`src/rtl/sample_streamer.sv`:
```
// sample_streamer: unpacks 32-bit ROM words into a byte FIFO and releases one sample per sample_tick
module sample_streamer #(
   parameter int          ADDR_W     = 32,
   parameter int unsigned LAST_ADDR  = 1023,
   parameter int          FIFO_DEPTH = 8,
   parameter int          LOOP       = 1
) (
   input  logic              clk,
   input  logic              rst,
   input  logic              aud_en,
   input  logic              sample_tick,
   output logic [ADDR_W-1:0] rom_addr,
   input  logic [31:0]       rom_data,
   output logic [7:0]        sample_o,
   output logic              sample_valid,
   output logic              playing,
   output logic              underrun
);
   localparam int CW = $clog2(FIFO_DEPTH);
   typedef enum logic [1:0] {IDLE, FETCH, UNPACK, DONE} state_t;
   state_t        state;
   logic [7:0]    mem [FIFO_DEPTH];
   logic [CW-1:0] wr_ptr, rd_ptr;
   logic [CW:0]   count;
   logic [31:0]   word_reg;
   logic [1:0]    byte_idx;
   logic          full, empty, push, pop, last;
   assign full    = count == (CW+1)'(FIFO_DEPTH);
   assign empty   = count == '0;
   assign push    = aud_en && state == UNPACK && !full;
   assign pop     = aud_en && sample_tick && !empty;
   assign last    = rom_addr == ADDR_W'(LAST_ADDR);
   assign playing = state == FETCH || state == UNPACK;
   always_ff @(posedge clk)
      if (push) mem[wr_ptr] <= word_reg[{byte_idx, 3'b000} +: 8];
   always_ff @(posedge clk) begin
      if (rst) begin
         state        <= IDLE;
         rom_addr     <= '0;
         wr_ptr       <= '0;
         rd_ptr       <= '0;
         count        <= '0;
         word_reg     <= '0;
         byte_idx     <= '0;
         sample_o     <= '0;
         sample_valid <= 1'b0;
         underrun     <= 1'b0;
      end else if (!aud_en) begin
         // disabling flushes everything except the sticky underrun flag
         state        <= IDLE;
         rom_addr     <= '0;
         wr_ptr       <= '0;
         rd_ptr       <= '0;
         count        <= '0;
         byte_idx     <= '0;
         sample_o     <= '0;
         sample_valid <= 1'b0;
      end else begin
         sample_valid <= pop;
         if (push) wr_ptr <= wr_ptr + 1'b1;
         if (pop) rd_ptr <= rd_ptr + 1'b1;
         count <= count + (CW+1)'(push) - (CW+1)'(pop);
         if (sample_tick) begin
            if (!empty) sample_o <= mem[rd_ptr];
            else if (playing) underrun <= 1'b1;
            else sample_o <= '0;
         end
         case (state)
            IDLE: state <= FETCH;
            FETCH: begin
               word_reg <= rom_data;
               byte_idx <= '0;
               state    <= UNPACK;
            end
            UNPACK:
               if (push) begin
                  byte_idx <= byte_idx + 2'd1;
                  if (byte_idx == 2'd3) begin
                     if (!last || LOOP != 0) state <= FETCH;
                     else state <= DONE;
                     if (!last) rom_addr <= rom_addr + 1'b1;
                     else if (LOOP != 0) rom_addr <= '0;
                  end
               end
            DONE: state <= DONE;
         endcase
      end
   end
endmodule

```
`config.mk`:
```
export PLATFORM = sky130hd
export DESIGN_NAME = sample_streamer
export DESIGN_NICKNAME = d
export VERILOG_FILES = /design/src/rtl/sample_streamer.sv
export SDC_FILE = /design/constraint.sdc
export NUM_CORES = 1
export LEC_CHECK = 0
export ABC_AREA = 1
export CELL_PAD_IN_SITES_DETAIL_PLACEMENT = 0
export CELL_PAD_IN_SITES_GLOBAL_PLACEMENT = 1
export CORE_ASPECT_RATIO = 2
export CORE_MARGIN = 8
export CORE_UTILIZATION = 45
export CTS_BUF_LIST = sky130_fd_sc_hd__clkbuf_4 sky130_fd_sc_hd__clkbuf_8
export DETAILED_ROUTE_END_ITERATION = 7
export HOLD_SLACK_MARGIN = 0.12
export PLACE_DENSITY_LB_ADDON = 0.1
export SYNTH_ARGS = -nofsm -noshare
export SYNTH_HDL_FRONTEND = slang
export SYNTH_SLANG_ARGS = --single-unit
```
`constraint.sdc`:
```
create_clock -name clk -period 3.4 [get_ports clk]
set_input_delay 0.68 -clock clk [delete_from_list [all_inputs] [get_ports clk]]
set_output_delay 0.68 -clock clk [all_outputs]
set_load 0.02 [all_outputs]
```
==> out/summary.txt, run 1 <==
Pin count of the biggest net entering global routing - 35
Max Cap Viol - 0
Num CTS Buffers - 17
Post-detail-place hpwl - 15420 um
Post-synthesis cell count - 838
# DRC - 0
Reg-to-reg critical path startpoint - state[0]$_SDFFE_PP0P_
Clock root buffer - clkbuf_8
IR drop worst, VDD - 0.2410 mV
Synth Area in XOR/XNOR - 0.01259
Area Overhead vs Synth - 19.38%
CP dominant cell by count - inv_1
Synth Area in Compound Gates - 0.1079
First-pass GRT wire length - 30520 um
Max-slew headroom - 0.3057
Syn Area/Cell - 8.305 um2
CP Depth - 13
RSZ-0062 raised after global routing - no
Post-synthesis mux area share - 0.001438
Cell family with most CP delay - buffers and inverters
Vias in the first global route - 5999
Syn Std Cell Area - 0.006959 mm2
Yosys cell types - 36
Die X - 103.9 um
Initial drt markers - 289
Post-cts resize count - 0
CP endpoint - count[2]$_SDFF_PP0_
Req. time, crit path - 3.71 ns
Clk sink count - 155
1st-pass router iterations - 4
Top post-synthesis cells by area - edfxtp_1, dfxtp_1, nand2_1, nor2_1, a21oi_1
CP startpoint - aud_en
Final setup violating endpoints - 0
Main combinational cell family by area after synthesis - simple AND/OR/NAND/NOR gates
CTS tree - yes
WP data arrival - 3.08 ns
Vias per cell - 5.233
Status - complete, no violations
Reg area - 0.003744 mm2
Row count - 64
Met3 WL post-DR - 630 um
Vias - 5882
Sequential share of the synthesized area - 0.5379
Worst Skew - 0.01051 ns
IO buf count - 78
Worst Path Class, Setup - primary input to register
Die area - 0.01994 mm2
FMAX - 0.3602 GHz
Global route overflow - 0
Clock buffer depth - 2
Final Hold Fails - 0
Worst Max-Slew Pin Slew - 1.041 ns
Setup_tns - 0 ns
DR WL met2 - 11020 um
Net count, final - 963
Yosys top cell area share - 0.2762
Crit-path cells - clkdlybuf4s50_1, nand2_2, clkinv_2, nand2_1, inv_1, nor2_1, inv_1, o21ai_0, ha_1, inv_1, fa_1, xor2_1, nor2_1
# hold bufs at CTS - 0
Routed metal-1 wirelength - 6593 um
Worst min-delay path class - register to register
Tmin final - 2.776 ns
Yosys reg bits - 155
Depth of the most critical reg-to-reg path - 14
Flip-flop count of the largest register after layout - 64
Pwr dens - 423.3 mW/mm2
Antenna Nets Post-Route - 0
Syn_nets - 888
CP Launch Type - primary input
Cells after DPL - 1092
Core area - 0.01521 mm2
Slowest stage delay, CP - 0.56 ns
# fillers - 1472
Post-CTS setup-driven buffer insertion count - 0
All-layer global routing usage - 0.2000
Yosys warnings - 0
CP bufs+invs - 5
Chip height - 191.9 um
Top layer in use - met4
Multi-input logic area - 0.002851 mm2
Final period utilization - 0.8166
CTS clk-pin slew, worst paths - 0.08 ns
Non-filler cells, final - 1124
Synth Area in Simple Gates - 0.2616
Final Wtd Congestion - 0.9035
Routed WL - 19840 um
N_diodes - 0
Share of cells above drive strength 1 - 0.06371
Htree depth - 4
Area leader, netlist - edfxtp_1
Starting Density - 0.4574
Leakage - 2.971 nW
Max Slew Vio Count - 0
Initial antenna violation count - 0
Adder-cell area share of the yosys netlist - 0.02625
I/O pin cnt - 79
FF-to-FF End - count[2]$_SDFF_PP0_
DR WL/cell - 17.65 um
Clock latency on the worst-skew pair - 0.44 ns
CP Max Fanout - 9
Worst setup EP type - register
R2R Setup Slk - 0.76 ns
Max stage delay cell, worst path - clkdlybuf4s50_1
[how the worst min path moves through the flow]
stage                                   start                        end  slack [ns]  cells after the start
floorplan           word_reg[16]$_SDFFE_PP0P_  word_reg[16]$_SDFFE_PP0P_        0.44                      2
global placement    word_reg[20]$_SDFFE_PP0P_  word_reg[20]$_SDFFE_PP0P_        0.45                      2
detailed placement  word_reg[22]$_SDFFE_PP0P_  word_reg[22]$_SDFFE_PP0P_        0.46                      2
CTS                 word_reg[22]$_SDFFE_PP0P_  word_reg[22]$_SDFFE_PP0P_        0.47                      2
global route        word_reg[20]$_SDFFE_PP0P_  word_reg[20]$_SDFFE_PP0P_        0.48                      2
finish              word_reg[15]$_SDFFE_PP0P_  word_reg[15]$_SDFFE_PP0P_        0.46                      2
[worst reg2reg max path: cells and delay by family (launching register included)]
family | cells | cell delay [ns]
fa+ha+maj | 3 | 0.81
simple gates | 4 | 0.59
buf+inv | 5 | 0.43
flops | 1 | 0.40
xor+xnor | 1 | 0.17
compound gates | 1 | 0.10
[cell type report]
cell class / instances / area share
sequential: 155 / 0.4506
multi-input combinational: 595 / 0.3432
timing repair buffer: 85 / 0.1003
clock buffer: 20 / 0.03238
tap: 198 / 0.02982
inverter: 59 / 0.02681
clock inverter: 12 / 0.01687
[metrics by stage]
stage	util	hold WS (ns)	setup slack, ns	instance area [um2]	power (mW)
finish	0.5461	0.4642	0.6236	8308	3.517
global placement	0.5192	0.4517	0.3334	7899	2.146
floorplan	-	0.4418	1.131	6959	2.067
CTS	0.5461	0.4673	0.6745	8308	3.549
detailed placement	0.5192	0.4550	0.2258	7899	2.148
global route	0.5461	0.4827	0.4965	8308	3.642
[per-layer routing]
layer	vias to the layer above	track usage
met5	-	0
met2	155	0.3886
li1	2908	-
met3	67	0.04301
met4	0	0.1767
met1	2752	0.1640
[where the power goes]
part / total [mW] / switching, mW / internal, mW
sequential: 1.95 / 0.00901 / 1.94
combinational: 0.150 / 0.0864 / 0.0632
clock: 1.41 / 0.707 / 0.707
[placed cells by master, fill, tap and decap left out, types with 4 or more instances in the layout]
cell type / synthesis / final
nand2_1: 180 / 180
nor2_1: 174 / 174
dfxtp_1: 91 / 91
clkdlybuf4s50_1: 0 / 78
edfxtp_1: 64 / 64
a21oi_1: 59 / 59
inv_1: 55 / 55
o21ai_0: 54 / 54
nand3_1: 36 / 36
clkbuf_8: 0 / 19
ha_1: 13 / 13
nand4_1: 11 / 11
o22ai_1: 8 / 8
o211ai_1: 8 / 8
nor3_1: 7 / 7
buf_4: 0 / 7
xor2_1: 6 / 6
clkinv_4: 0 / 6
nor2_4: 5 / 5
nand3b_1: 5 / 5
nand2_2: 4 / 4
o21ai_1: 4 / 4
xnor2_1: 4 / 4
o21bai_1: 4 / 4
[Yosys cell counts, drive strengths merged]
| master | n |
|---|---|
| a211oi | 1 |
| a21oi | 59 |
| a31oi | 1 |
| and2 | 1 |
| buf | 14 |
| clkbuf | 15 |
| clkinv | 1 |
| dfxtp | 91 |
| edfxtp | 64 |
| fa | 1 |
| ha | 13 |
| inv | 58 |
| mux2i | 1 |
| nand2 | 184 |
| nand3 | 37 |
| nand3b | 5 |
| nand4 | 11 |
| nor2 | 184 |
| nor3 | 7 |
| o211ai | 8 |
| o21ai | 58 |
| o21bai | 5 |
| o22ai | 8 |
| or2 | 1 |
| xnor2 | 4 |
| xor2 | 6 |
[kinds of logic after synthesis]
family          count (synthesis)
flops                         155
xor+xnor                       10
buf+inv                        88
simple gates                  430
fa+ha+maj                      14
mux                             1
compound gates                140
No activity file was read; power rests on OpenSTA's default activity.
==> run 2: changes to the inputs <==
- CORE_UTILIZATION: 45 -> 44
- clock period: 3.4 -> 2.7 ns (I/O delays scaled with it)
==> run 2 against run 1 <==
- critical path type is now register to output pin
- flip-flop and latch count is the same
- first-iteration DRC count increased by 28%
- global-route usage is 1.9 points lower
==> out/summary.txt, run 2 (synthesized netlist as in run 1, its figures left out) <==
Starting Density - 0.4457 (-0.01173)
Antenna Nets Post-Route - 0 (unchanged)
Worst Skew - 0.01291 ns (+0.002397 ns)
Share of cells above drive strength 1 - 0.08351 (+0.01979)
Pin count of the biggest net entering global routing - 35 (unchanged)
Worst Max-Slew Pin Slew - 0.6901 ns (-0.3514 ns)
All-layer global routing usage - 0.1814 (-0.01860)
1st-pass router iterations - 5 (+1)
Commonest non-fill, non-tap cells in the layout - nand2_1, nor2_1, dfxtp_1, clkdlybuf4s50_1, edfxtp_1
CTS tree - yes
# DRC - 0 (unchanged)
RSZ-0062 raised after global routing - no
Max Slew Vio Count - 0 (unchanged)
Hold slack - 0.4640 ns (-0.0001940 ns)
Clk sink count - 155 (unchanged)
Worst setup EP type - output pin
Post-cts resize count - 0 (unchanged)
Most common cell after layout, fill and taps aside - nand2_1
Final period utilization - 0.9042
Die area - 0.02034 mm2 (+2.0%)
Htree depth - 4 (unchanged)
Initial antenna violation count - 0 (unchanged)
DR WL/cell - 15.58 um (-12%)
Max-slew headroom - 0.5399 (+0.2342)
Net count, final - 983 (+2.1%)
Initial drt markers - 370 (+28%)
Area Overhead vs Synth - 21.99%
Num CTS Buffers - 17 (unchanged)
Clock root buffer - clkbuf_8
Final setup violating endpoints - 0 (unchanged)
Clock latency on the worst-skew pair - 0.44 ns (about the same)
I/O pin cnt - 79 (unchanged)
FMAX - 0.4096 GHz
# hold bufs at CTS - 0 (unchanged)
Max Cap Viol - 0 (unchanged)
Worst Path Class, Setup - register to output pin
Worst min-delay path class - register to register
IO buf count - 78 (unchanged)
Flip-flop count of the largest register after layout - 64 (unchanged)
Placed Area - 0.008065 mm2 (+2.1%)
Global route overflow - 0 (unchanged)
CP Launch Type - register
IR drop worst, VDD - 0.4142 mV (+72%)
Routed WL - 17870 um (-9.9%)
Leakage - 3.082 nW (+3.7%)
Pwr dens - 532.6 mW/mm2 (+26%)
Core area - 0.01562 mm2 (+2.6%)
CTS clk-pin slew, worst paths - 0.08 ns (about the same)
CP Max Fanout - 5 (-4)
Vias in the first global route - 5656 (-5.7%)
Final Wtd Congestion - 0.8076 (-11%)
Vias per cell - 5.036 (-3.8%)
Design area - 0.008489 mm2 (+2.2%)
Vias - 5776 (-1.8%)
Req. time, crit path - 2.16 ns (-1.55 ns)
First-pass GRT wire length - 29480 um (-3.4%)
Status - complete, no violations
Final Hold Fails - 0 (unchanged)
Clock buffer depth - 2 (unchanged)
Tmin final - 2.441 ns
Chip height - 193.9 um (+1.0%)
N_diodes - 0 (unchanged)
WP data arrival - 1.90 ns (-1.18 ns)
Post-detail-place hpwl - 12520 um (-19%)
Die X - 104.9 um (+0.95%)
Row count - 65 (+1.6%)
Post-CTS setup-driven buffer insertion count - 0 (unchanged)
[run 2: cell types whose count changed in the layout (fill, tap and decap cells not counted), sizes merged]
cell and delta:
bufinv +1, clkinv -5, clkinvlp +1, buf +20, inv +3
[run 2: power by group]
part	internal, mW	total, mW	switching, mW
clock	0.975	1.87	0.895
sequential	2.45	2.46	0.0114
combinational	0.0876	0.192	0.105
total	3.51	4.52	1.01
[run 2: area by class of cell]
class | instances | area (um2)
timing repair buffer | 105 | 996.0
clock buffer | 20 | 262.8
inverter | 59 | 222.7
sequential | 155 | 3744
clock inverter | 12 | 161.4
tap | 201 | 251.5
fill | 1497 | 7126
multi-input combinational | 595 | 2851
[run 2: stage by stage]
step | setup TNS (ns) | setup slack (ns) | power (mW) | cells | util
floorplan | 0 | 0.4441 | 2.603 | 838 | -
global placement | 0 | 0.07807 | 2.705 | 1115 | 0.5165
detailed placement | -0.01448 | -0.01448 | 2.707 | 1115 | 0.5165
CTS | 0 | 0.2200 | 4.564 | 1147 | 0.5437
global route | 0 | 0.1434 | 4.671 | 1147 | 0.5437
finish | 0 | 0.2587 | 4.522 | 1147 | 0.5437
[run 2: worst paths after layout]
| kind | start | to | slack (ns) | depth (start not counted) |
|---|---|---|---|---|
| hold / removal | word_reg[12]$_SDFFE_PP0P_ | word_reg[12]$_SDFFE_PP0P_ | 0.46 | 2 |
| hold reg to reg | word_reg[12]$_SDFFE_PP0P_ | word_reg[12]$_SDFFE_PP0P_ | 0.46 | 2 |
| setup reg to reg | state[0]$_SDFFE_PP0P_ | count[2]$_SDFF_PP0_ | 0.36 | 14 |
| setup / recovery | state[0]$_SDFFE_PP0P_ | playing | 0.26 | 4 |
[run 2: routing by layer]
layer / up-vias / track usage / routed length [um]
li1: 2947 / - / -
met1: 2668 / 0.2425 / 8472
met2: 147 / 0.2829 / 8320
met3: 14 / 0.03895 / 875
met4: 0 / 0.06124 / 199
met5: - / 0 / 0
[run 2: critical path: stages, from the launching register on]
cell and delay [ns]:
dfxtp_1 0.41, inv_1 0.07, ha_1 0.33, inv_1 0.07, clkdlybuf4s50_1 0.59
